## src/rtl/mem_access_ctrl_if.sv

```systemverilog
// CPU-side request/response handshake for the data-memory access controller.
// The CPU is the master; the controller is the slave.
interface mem_access_ctrl_if;
  logic        req_valid;
  logic        req_ready;
  logic        req_we;
  logic [2:0]  req_type;
  logic [31:0] req_addr;
  logic [31:0] req_wdata;
  logic [31:0] req_pc;
  logic        resp_valid;
  logic        resp_ready;
  logic [31:0] resp_rdata;
  logic        resp_err;

  modport master (
    output req_valid, req_we, req_type, req_addr, req_wdata, req_pc, resp_ready,
    input  req_ready, resp_valid, resp_rdata, resp_err
  );

  modport slave (
    input  req_valid, req_we, req_type, req_addr, req_wdata, req_pc, resp_ready,
    output req_ready, resp_valid, resp_rdata, resp_err
  );
endinterface

```

## src/rtl/mem_access_ctrl.sv

```systemverilog
// Initiator for the word-wide data memory: sub-word loads with extension and sub-word
// stores via read-modify-write, one request in flight, valid/ready on both sides.
module mem_access_ctrl #(
  parameter int unsigned DM_BYTES = 4096
) (
  input  logic               clk,
  input  logic               reset,
  mem_access_ctrl_if.slave   bus,
  output logic [31:0]        mem_PC,
  output logic [31:0]        mem_A,
  output logic [31:0]        mem_WD,
  output logic               mem_WE,
  input  logic [31:0]        mem_RD
);

  typedef enum logic [1:0] {StIdle, StRead, StWrite, StResp} state_e;

  localparam logic [2:0] TypeW  = 3'b000;
  localparam logic [2:0] TypeH  = 3'b001;
  localparam logic [2:0] TypeHu = 3'b010;
  localparam logic [2:0] TypeB  = 3'b011;
  localparam logic [2:0] TypeBu = 3'b100;

  state_e      state_q;
  logic [31:0] addr_q;
  logic [2:0]  type_q;
  logic        we_q;
  logic [31:0] wdata_q;
  logic [31:0] pc_q;
  logic [31:0] word_q;
  logic [31:0] rdata_q;
  logic        err_q;

  logic        req_illegal;
  logic        req_misaligned;
  logic        req_out_of_range;
  logic        req_err;
  logic [7:0]  load_byte;
  logic [15:0] load_half;
  logic [31:0] load_data;
  logic [31:0] store_word;

  // Request legality, evaluated on the live request so the decision is made at accept.
  always_comb begin
    req_illegal = (bus.req_type > TypeBu) ||
                  (bus.req_we && ((bus.req_type == TypeHu) || (bus.req_type == TypeBu)));
    req_misaligned = (((bus.req_type == TypeH) || (bus.req_type == TypeHu)) && bus.req_addr[0]) ||
                     ((bus.req_type == TypeW) && (bus.req_addr[1:0] != 2'b00));
    req_out_of_range = (bus.req_addr >= 32'(DM_BYTES));
    req_err = req_illegal || req_misaligned || req_out_of_range;
  end

  // Little-endian lane extraction straight from the memory read port.
  always_comb begin
    load_byte = mem_RD[7:0];
    unique case (addr_q[1:0])
      2'd0: load_byte = mem_RD[7:0];
      2'd1: load_byte = mem_RD[15:8];
      2'd2: load_byte = mem_RD[23:16];
      2'd3: load_byte = mem_RD[31:24];
      default: load_byte = mem_RD[7:0];
    endcase
    load_half = addr_q[1] ? mem_RD[31:16] : mem_RD[15:0];
    case (type_q)
      TypeH:   load_data = {{16{load_half[15]}}, load_half};
      TypeHu:  load_data = {16'h0000, load_half};
      TypeB:   load_data = {{24{load_byte[7]}}, load_byte};
      TypeBu:  load_data = {24'h000000, load_byte};
      default: load_data = mem_RD;
    endcase
  end

  // Merge the store data into the captured word; only the addressed lane changes.
  always_comb begin
    store_word = word_q;
    case (type_q)
      TypeW: store_word = wdata_q;
      TypeH: begin
        if (addr_q[1]) store_word[31:16] = wdata_q[15:0];
        else           store_word[15:0]  = wdata_q[15:0];
      end
      TypeB: begin
        unique case (addr_q[1:0])
          2'd0: store_word[7:0]   = wdata_q[7:0];
          2'd1: store_word[15:8]  = wdata_q[7:0];
          2'd2: store_word[23:16] = wdata_q[7:0];
          2'd3: store_word[31:24] = wdata_q[7:0];
          default: store_word = word_q;
        endcase
      end
      default: store_word = word_q;
    endcase
  end

  always_ff @(posedge clk) begin
    if (reset) begin
      state_q <= StIdle;
      addr_q  <= '0;
      type_q  <= '0;
      we_q    <= 1'b0;
      wdata_q <= '0;
      pc_q    <= '0;
      word_q  <= '0;
      rdata_q <= '0;
      err_q   <= 1'b0;
    end else begin
      unique case (state_q)
        StIdle: begin
          if (bus.req_valid) begin
            addr_q  <= bus.req_addr;
            type_q  <= bus.req_type;
            we_q    <= bus.req_we;
            wdata_q <= bus.req_wdata;
            pc_q    <= bus.req_pc;
            rdata_q <= '0;
            err_q   <= req_err;
            if (req_err) begin
              state_q <= StResp;
            end else if (bus.req_we && (bus.req_type == TypeW)) begin
              state_q <= StWrite;
            end else begin
              state_q <= StRead;
            end
          end
        end
        StRead: begin
          word_q <= mem_RD;
          if (we_q) begin
            state_q <= StWrite;
          end else begin
            rdata_q <= load_data;
            state_q <= StResp;
          end
        end
        StWrite: begin
          state_q <= StResp;
        end
        StResp: begin
          if (bus.resp_ready) state_q <= StIdle;
        end
        default: state_q <= StIdle;
      endcase
    end
  end

  always_comb begin
    bus.req_ready  = (state_q == StIdle);
    bus.resp_valid = (state_q == StResp);
    bus.resp_rdata = rdata_q;
    bus.resp_err   = err_q;
    mem_PC         = pc_q;
    mem_A          = {addr_q[31:2], 2'b00};
    mem_WD         = store_word;
    // A reset cycle must never commit a write, even mid-WRITE.
    mem_WE         = (state_q == StWrite) && !reset;
  end

endmodule

```

## src/flat_wrapper.sv

```systemverilog
// flat-port wrapper written by rule: the top's interface ports become plain ports
module mem_access_ctrl_flat 
#(
  parameter int unsigned DM_BYTES = 4096
)
  (clk, reset, mem_PC, mem_A, mem_WD, mem_WE, mem_RD, bus_req_valid, bus_req_we, bus_req_type, bus_req_addr, bus_req_wdata, bus_req_pc, bus_resp_ready, bus_req_ready, bus_resp_valid, bus_resp_rdata, bus_resp_err);
  mem_access_ctrl_if bus_i ();
  input  logic clk;
  input  logic reset;
  output logic [31:0] mem_PC;
  output logic [31:0] mem_A;
  output logic [31:0] mem_WD;
  output logic mem_WE;
  input  logic [31:0] mem_RD;
  input wire logic [$bits(bus_i.req_valid)-1:0] bus_req_valid;
  input wire logic [$bits(bus_i.req_we)-1:0] bus_req_we;
  input wire logic [$bits(bus_i.req_type)-1:0] bus_req_type;
  input wire logic [$bits(bus_i.req_addr)-1:0] bus_req_addr;
  input wire logic [$bits(bus_i.req_wdata)-1:0] bus_req_wdata;
  input wire logic [$bits(bus_i.req_pc)-1:0] bus_req_pc;
  input wire logic [$bits(bus_i.resp_ready)-1:0] bus_resp_ready;
  output wire logic [$bits(bus_i.req_ready)-1:0] bus_req_ready;
  output wire logic [$bits(bus_i.resp_valid)-1:0] bus_resp_valid;
  output wire logic [$bits(bus_i.resp_rdata)-1:0] bus_resp_rdata;
  output wire logic [$bits(bus_i.resp_err)-1:0] bus_resp_err;
  assign bus_i.req_valid = bus_req_valid;
  assign bus_i.req_we = bus_req_we;
  assign bus_i.req_type = bus_req_type;
  assign bus_i.req_addr = bus_req_addr;
  assign bus_i.req_wdata = bus_req_wdata;
  assign bus_i.req_pc = bus_req_pc;
  assign bus_i.resp_ready = bus_resp_ready;
  assign bus_req_ready = bus_i.req_ready;
  assign bus_resp_valid = bus_i.resp_valid;
  assign bus_resp_rdata = bus_i.resp_rdata;
  assign bus_resp_err = bus_i.resp_err;
  mem_access_ctrl #(.DM_BYTES(DM_BYTES)) u_core (.clk(clk), .reset(reset), .bus(bus_i), .mem_PC(mem_PC), .mem_A(mem_A), .mem_WD(mem_WD), .mem_WE(mem_WE), .mem_RD(mem_RD));
endmodule
```

## config.mk

```make
export PLATFORM = sky130hd
export DESIGN_NAME = mem_access_ctrl_flat
export DESIGN_NICKNAME = d
export VERILOG_FILES = /design/src/rtl/mem_access_ctrl_if.sv /design/src/rtl/mem_access_ctrl.sv /design/src/flat_wrapper.sv
export SDC_FILE = /design/constraint.sdc
export NUM_CORES = 1
export LEC_CHECK = 0
export CAP_MARGIN = 40
export CORE_MARGIN = 1.5
export CORE_UTILIZATION = 45
export CTS_CLUSTER_SIZE = 16
export DETAILED_ROUTE_END_ITERATION = 6
export HOLD_SLACK_MARGIN = 0.08
export PLACE_DENSITY = 0.8
export SLEW_MARGIN = 5
export SYNTH_ARGS = -nofsm -noshare
export SYNTH_HDL_FRONTEND = slang
export SYNTH_SLANG_ARGS = --single-unit
```

## constraint.sdc

```tcl
create_clock -name clk -period 2.6 [get_ports clk]
set_clock_uncertainty 0.2 [all_clocks]
set_input_delay 0.52 -clock clk [delete_from_list [all_inputs] [get_ports clk]]
set_output_delay 0.52 -clock clk [all_outputs]
set_load 0.01 [all_outputs]
```

Word level (Yosys, flattened, before mapping):

Index checks and enable logic that the tools add are counted.

* register bits after elaboration: 167
* input bits: 136
* word-level logic and storage cells: 67

* order comparisons: 2
* equality and inequality tests: 16
* muxes and demuxes: 19
* reductions and logical operators: 21

Operators by type and width (count)
* case mux 32 bit (4 select lines): 1
* case mux 32 bit (3 select lines): 1
* two-way mux 32 bit: 2
* case mux 32 bit (2 select lines): 1
* two-way mux 16 bit: 3
* greater-or-equal comparator 32 x 13 -> 1 bit (second input constant): 1
* two-way mux 8 bit: 4
* case mux 8 bit (4 select lines): 1
* equality test 3 x 2 -> 1 bit (second input constant): 3
* equality test 2 bit (second input constant): 4
* two-way mux 2 bit: 4
* case mux 2 bit (4 select lines): 1
* equality test 3 x 1 -> 1 bit (second input constant): 2
* equality test 3 bit (second input constant): 2
* logical NOT 3 bit: 2
* logical OR 1 bit: 6
* != test 2 bit (second input constant): 3
* logical AND 1 bit: 5
* equality test 2 x 1 -> 1 bit (second input constant): 2
* logical NOT 2 bit: 2
* AND reduction 2 bit: 2
* nonzero test 2 bit: 2
* greater-than comparator 3 bit (second input constant): 1
* AND reduction 3 bit: 1
* 2 further kinds: 2

Logic depth before layout (Yosys ltp):

* word-level depth: 9
* gate-level depth with buffers: 10
* gate-level depth less buffers: 7

Worst setup path before layout:

OpenSTA, ideal clock, no wires.

* path kind: flip-flop to output port
* start: register u_core.type_q[0]
* end: output mem_WD[0]
* arrival: 1.489 ns
* data required time: 1.880 ns
* path slack: 0.391 ns
* cell stages (with the launch flop): 7
* buffers on the path: 2
* path through: dfxtp_1 > buf_2 > inv_1 > o21ai_0 > and2_1 > buf_4 > mux2_2

* word-level cells in the longest chain between the ends: 2
* elaborated cells between the ends (all ways): 4
* classes of those cells: eq/ne: 2; mux: 1; reduce/logical: 1

RTL lines
* from (decl): RTL line mem_access_ctrl.sv:26 `logic [2:0] type_q;`
* from (signal assigned): RTL line mem_access_ctrl.sv:111 `type_q <= bus.req_type;`
* equality test 3 x 2 -> 1 bit, or another cell as far along: RTL line mem_access_ctrl.sv:76 `case (type_q)`
* case mux 32 bit (3 select lines) *: RTL line mem_access_ctrl.sv:76
* to (decl): RTL line flat_wrapper.sv:12 `output logic [31:0] mem_WD;`

Every way passes the cells marked *; elsewhere a longest branch is shown, timed or not.

Worst setup path after layout:

* start: register u_core.type_q[0]
* end: output mem_WD[25]

Same word-level chain as after synthesis.

==> reports/results.ini <==
[place]
place_area_sq_mm = 0.01042
dp_hpwl_um = 17520
globalplace.congestion = 0.9082
port_buffers = 265

[sta]
setup_viol = 5
fmax_ghz = 0.3819
slew_viol_final = 0
setup_tns_ns = -0.07127
final.min_clock_period_ns = 2.619
max_slew_margin = 0.5362
rsz0062_at_grt = true
period_share = 1.007
fin_ws_ns = -0.01869
hold_viol = 0
tightest_slew_ns = 0.6957

[run_status]
status = finished with violations
violations = negative setup slack

[yosys]
ys_warn_count = 0
synth-seq-cells = 167
yosys-top-cells-area = dfxtp_1 (44%), nand2_1 (12%), a21oi_1 (7.5%)
postSynth.topFlopCell = dfxtp_1
synthXorXnorAreaFrac = 0.001158
synthMuxAreaShare = 0.08023
synthArstFlopShare = 0
synth-edff-count = 0
syn_area_sq_mm = 0.007564
synth_compound_gate_area_share = 0.1975
yosys.cell_types.count = 59
synth_cells = 920
yosysTopAreaCellShare = 0.4420
synth_top_family_by_area = compound AO/OA/AOI/OAI gates
ys_seq_area_frac = 0.4420
yosys.area_share.adder = 0.006617
yosysTopAreaCell = dfxtp_1
yosys.area_share.simple = 0.1911
syn_avg_cell_area_sq_um = 8.221

[layout]
layout_commonest_cell = nand2_1
regArea_sq_mm = 0.003362
final_cell_mix = nand2_1 (234), clkdlybuf4s50_1 (232), dfxtp_1 (162)
design_area_sq_mm = 0.01112
fill_cells = 1384
multi_input_area_sq_mm = 0.003685
nNetsFinal = 1309
antenna-diode-count = 0
drive_gt1_frac = 0.1497
area_growth_pct = 46.96

[routing]
vias = 7481
drc_errors = 0
wire_per_inst_um = 17.53
drt-total-wl_um = 24580
postRouteAntennaNets = 0
via_per_inst = 5.336
first_pass_iters = 6
dr.first_iter.drc_count = 662

[worst_setup_path]
cp_slowest_cell = dfxtp_4
cp.required_ns = 1.88
critPathCaptureType = output port
cpPeakStageDelay_ns = 0.37
arrival_ns = 1.90
critPathLaunchType = register
cp_max_fo = 6
worstPathCellList = inv_4 -> buf_6 -> nor4_4 -> buf_4 -> buf_6 -> a22o_1 -> a221o_1 -> buf_2
crit_path_frequent_cell = buf_6
path_class = reg2out

[floorplan]
die_h_um = 132.6
core_area_sq_mm = 0.01652
die_w_um = 132.6
die_area_sq_mm = 0.01759
initial_utilization = 0.4577
rows = 47
io-pin-count = 268

[clock_network]
clk_pin_slew_worst_paths_ns = 0.07
cts_tree = done
cts.sinks = 167
cts_htree_levels = 4
clk_root_buffer_cell = clkbuf_16
ctsLongestPathBuffers = 2
cts_buffers = 17
holdBufCountCts = 0
worstSkewPairLatency_ns = 0.43

[grt]
grt_use_total = 0.2782
grt_max_degree = 143
overflow = 0
grt_pass1_wl_um = 38690
grt_pass1_vias = 7215
antenna_found_initial = 0

[hold_path]
hold_path.class = reg2reg

[pwr]
power_leakage_nw = 4.293
power_density_mw_per_mm2 = 923.5
worst_ir_drop_vdd_v = 0.0005930

[job]
cap_violations = 0

## synthesized netlist by cell type, types with 7 or more instances
master,n
a22o_1,9
a222oi_1,15
clkbuf_1,38
mux2_2,9
a221o_1,8
nor4_1,10
a21oi_1,113
buf_4,38
dfxtp_1,167
nor2b_1,7
nor2_1,66
o21ai_0,22
buf_2,9
o2bb2ai_1,13
inv_1,21
o21ai_2,10
nand2_1,239
mux2i_1,49
## state kept, by name, summed over array words and instances (netlist names)
register and flops:
u_core.wdata_q 32, u_core.type_q 3, u_core.addr_q 32, u_core.word_q 32, u_core.bus.resp_rdata 32, u_core.bus.resp_err 1, u_core.we_q 1, u_core.mem_PC 32
u_core.state_q 2
## cell families after synthesis
| logic type | count (synthesis) |
|---|---|
| AO/OA/AOI/OAI | 229 |
| XOR/XNOR | 1 |
| adder cells (fa/ha/maj) | 4 |
| buffers and inverters | 116 |
| flip-flops | 167 |
| multiplexers | 59 |
| other | 1 |
| AND/OR/NAND/NOR | 343 |
## layout make-up
cell class	instances	share of cell area
inverters	22	0.007767
well taps	220	0.02476
clock inverters	15	0.01700
multi-input cells	638	0.3315
repair buffers	323	0.2783
flip-flops and latches	167	0.3025
clock buffers	17	0.03827
## power breakdown
part	switching [mW]	internal [mW]
Combinational	2.17	1.96
Clock	1.12	1.53
Sequential	0.392	3.09
## worst paths after layout
check,start,to,slack (ns),cells past startpoint
worst min-delay path,u_core.mem_PC[22],u_core.mem_PC[22],0.25,2
worst min register to register,u_core.mem_PC[22],u_core.mem_PC[22],0.25,2
worst max-delay path,u_core.type_q[0],mem_WD[25],-0.02,8
worst max register to register,u_core.addr_q[1],u_core.bus.resp_rdata[30],0.28,8
## what timing repair did
item / in CTS / in global routing
resized for setup: 157 / 10
endpoints found under the setup margin: 32 / 32
pin swaps: 17 / 7
buffers inserted: 13 / 0
## critical path: cells and delay by family, from the launching register on
| kind | cells | cell delay [ns] |
|---|---|---|
| flip-flops | 1 | 0.37 |
| AO/OA/AOI/OAI | 2 | 0.45 |
| buffers and inverters | 5 | 0.61 |
| AND/OR/NAND/NOR | 1 | 0.04 |
## metal layers
metal  part of all wire  track usage  vias up  wire (um)
met2               0.48       0.4628      327      11810
li1                   -            -     3639          -
met1               0.42       0.3450     3482      10200
met4              0.022      0.09646        0        549
met5                  0            0        -          0
met3              0.082      0.08046       33       2014
## stage by stage
step / util / cells / total power [mW] / hold WS (ns) / setup slack, ns
6_report: 0.6727 / 1402 / 10.27 / 0.2513 / -0.01869
3_3_place_gp: 0.6307 / 1357 / 7.530 / 0.2290 / 0.01315
3_5_place_dp: 0.6307 / 1357 / 7.594 / 0.2390 / -0.06030
5_1_grt: 0.6727 / 1402 / 10.79 / 0.2707 / -0.07593
2_1_floorplan: - / 921 / 5.812 / 0.2357 / 0.3912
4_1_cts: 0.6722 / 1402 / 10.28 / 0.2484 / -0.02395
Power figures use the tool's default switching activity.
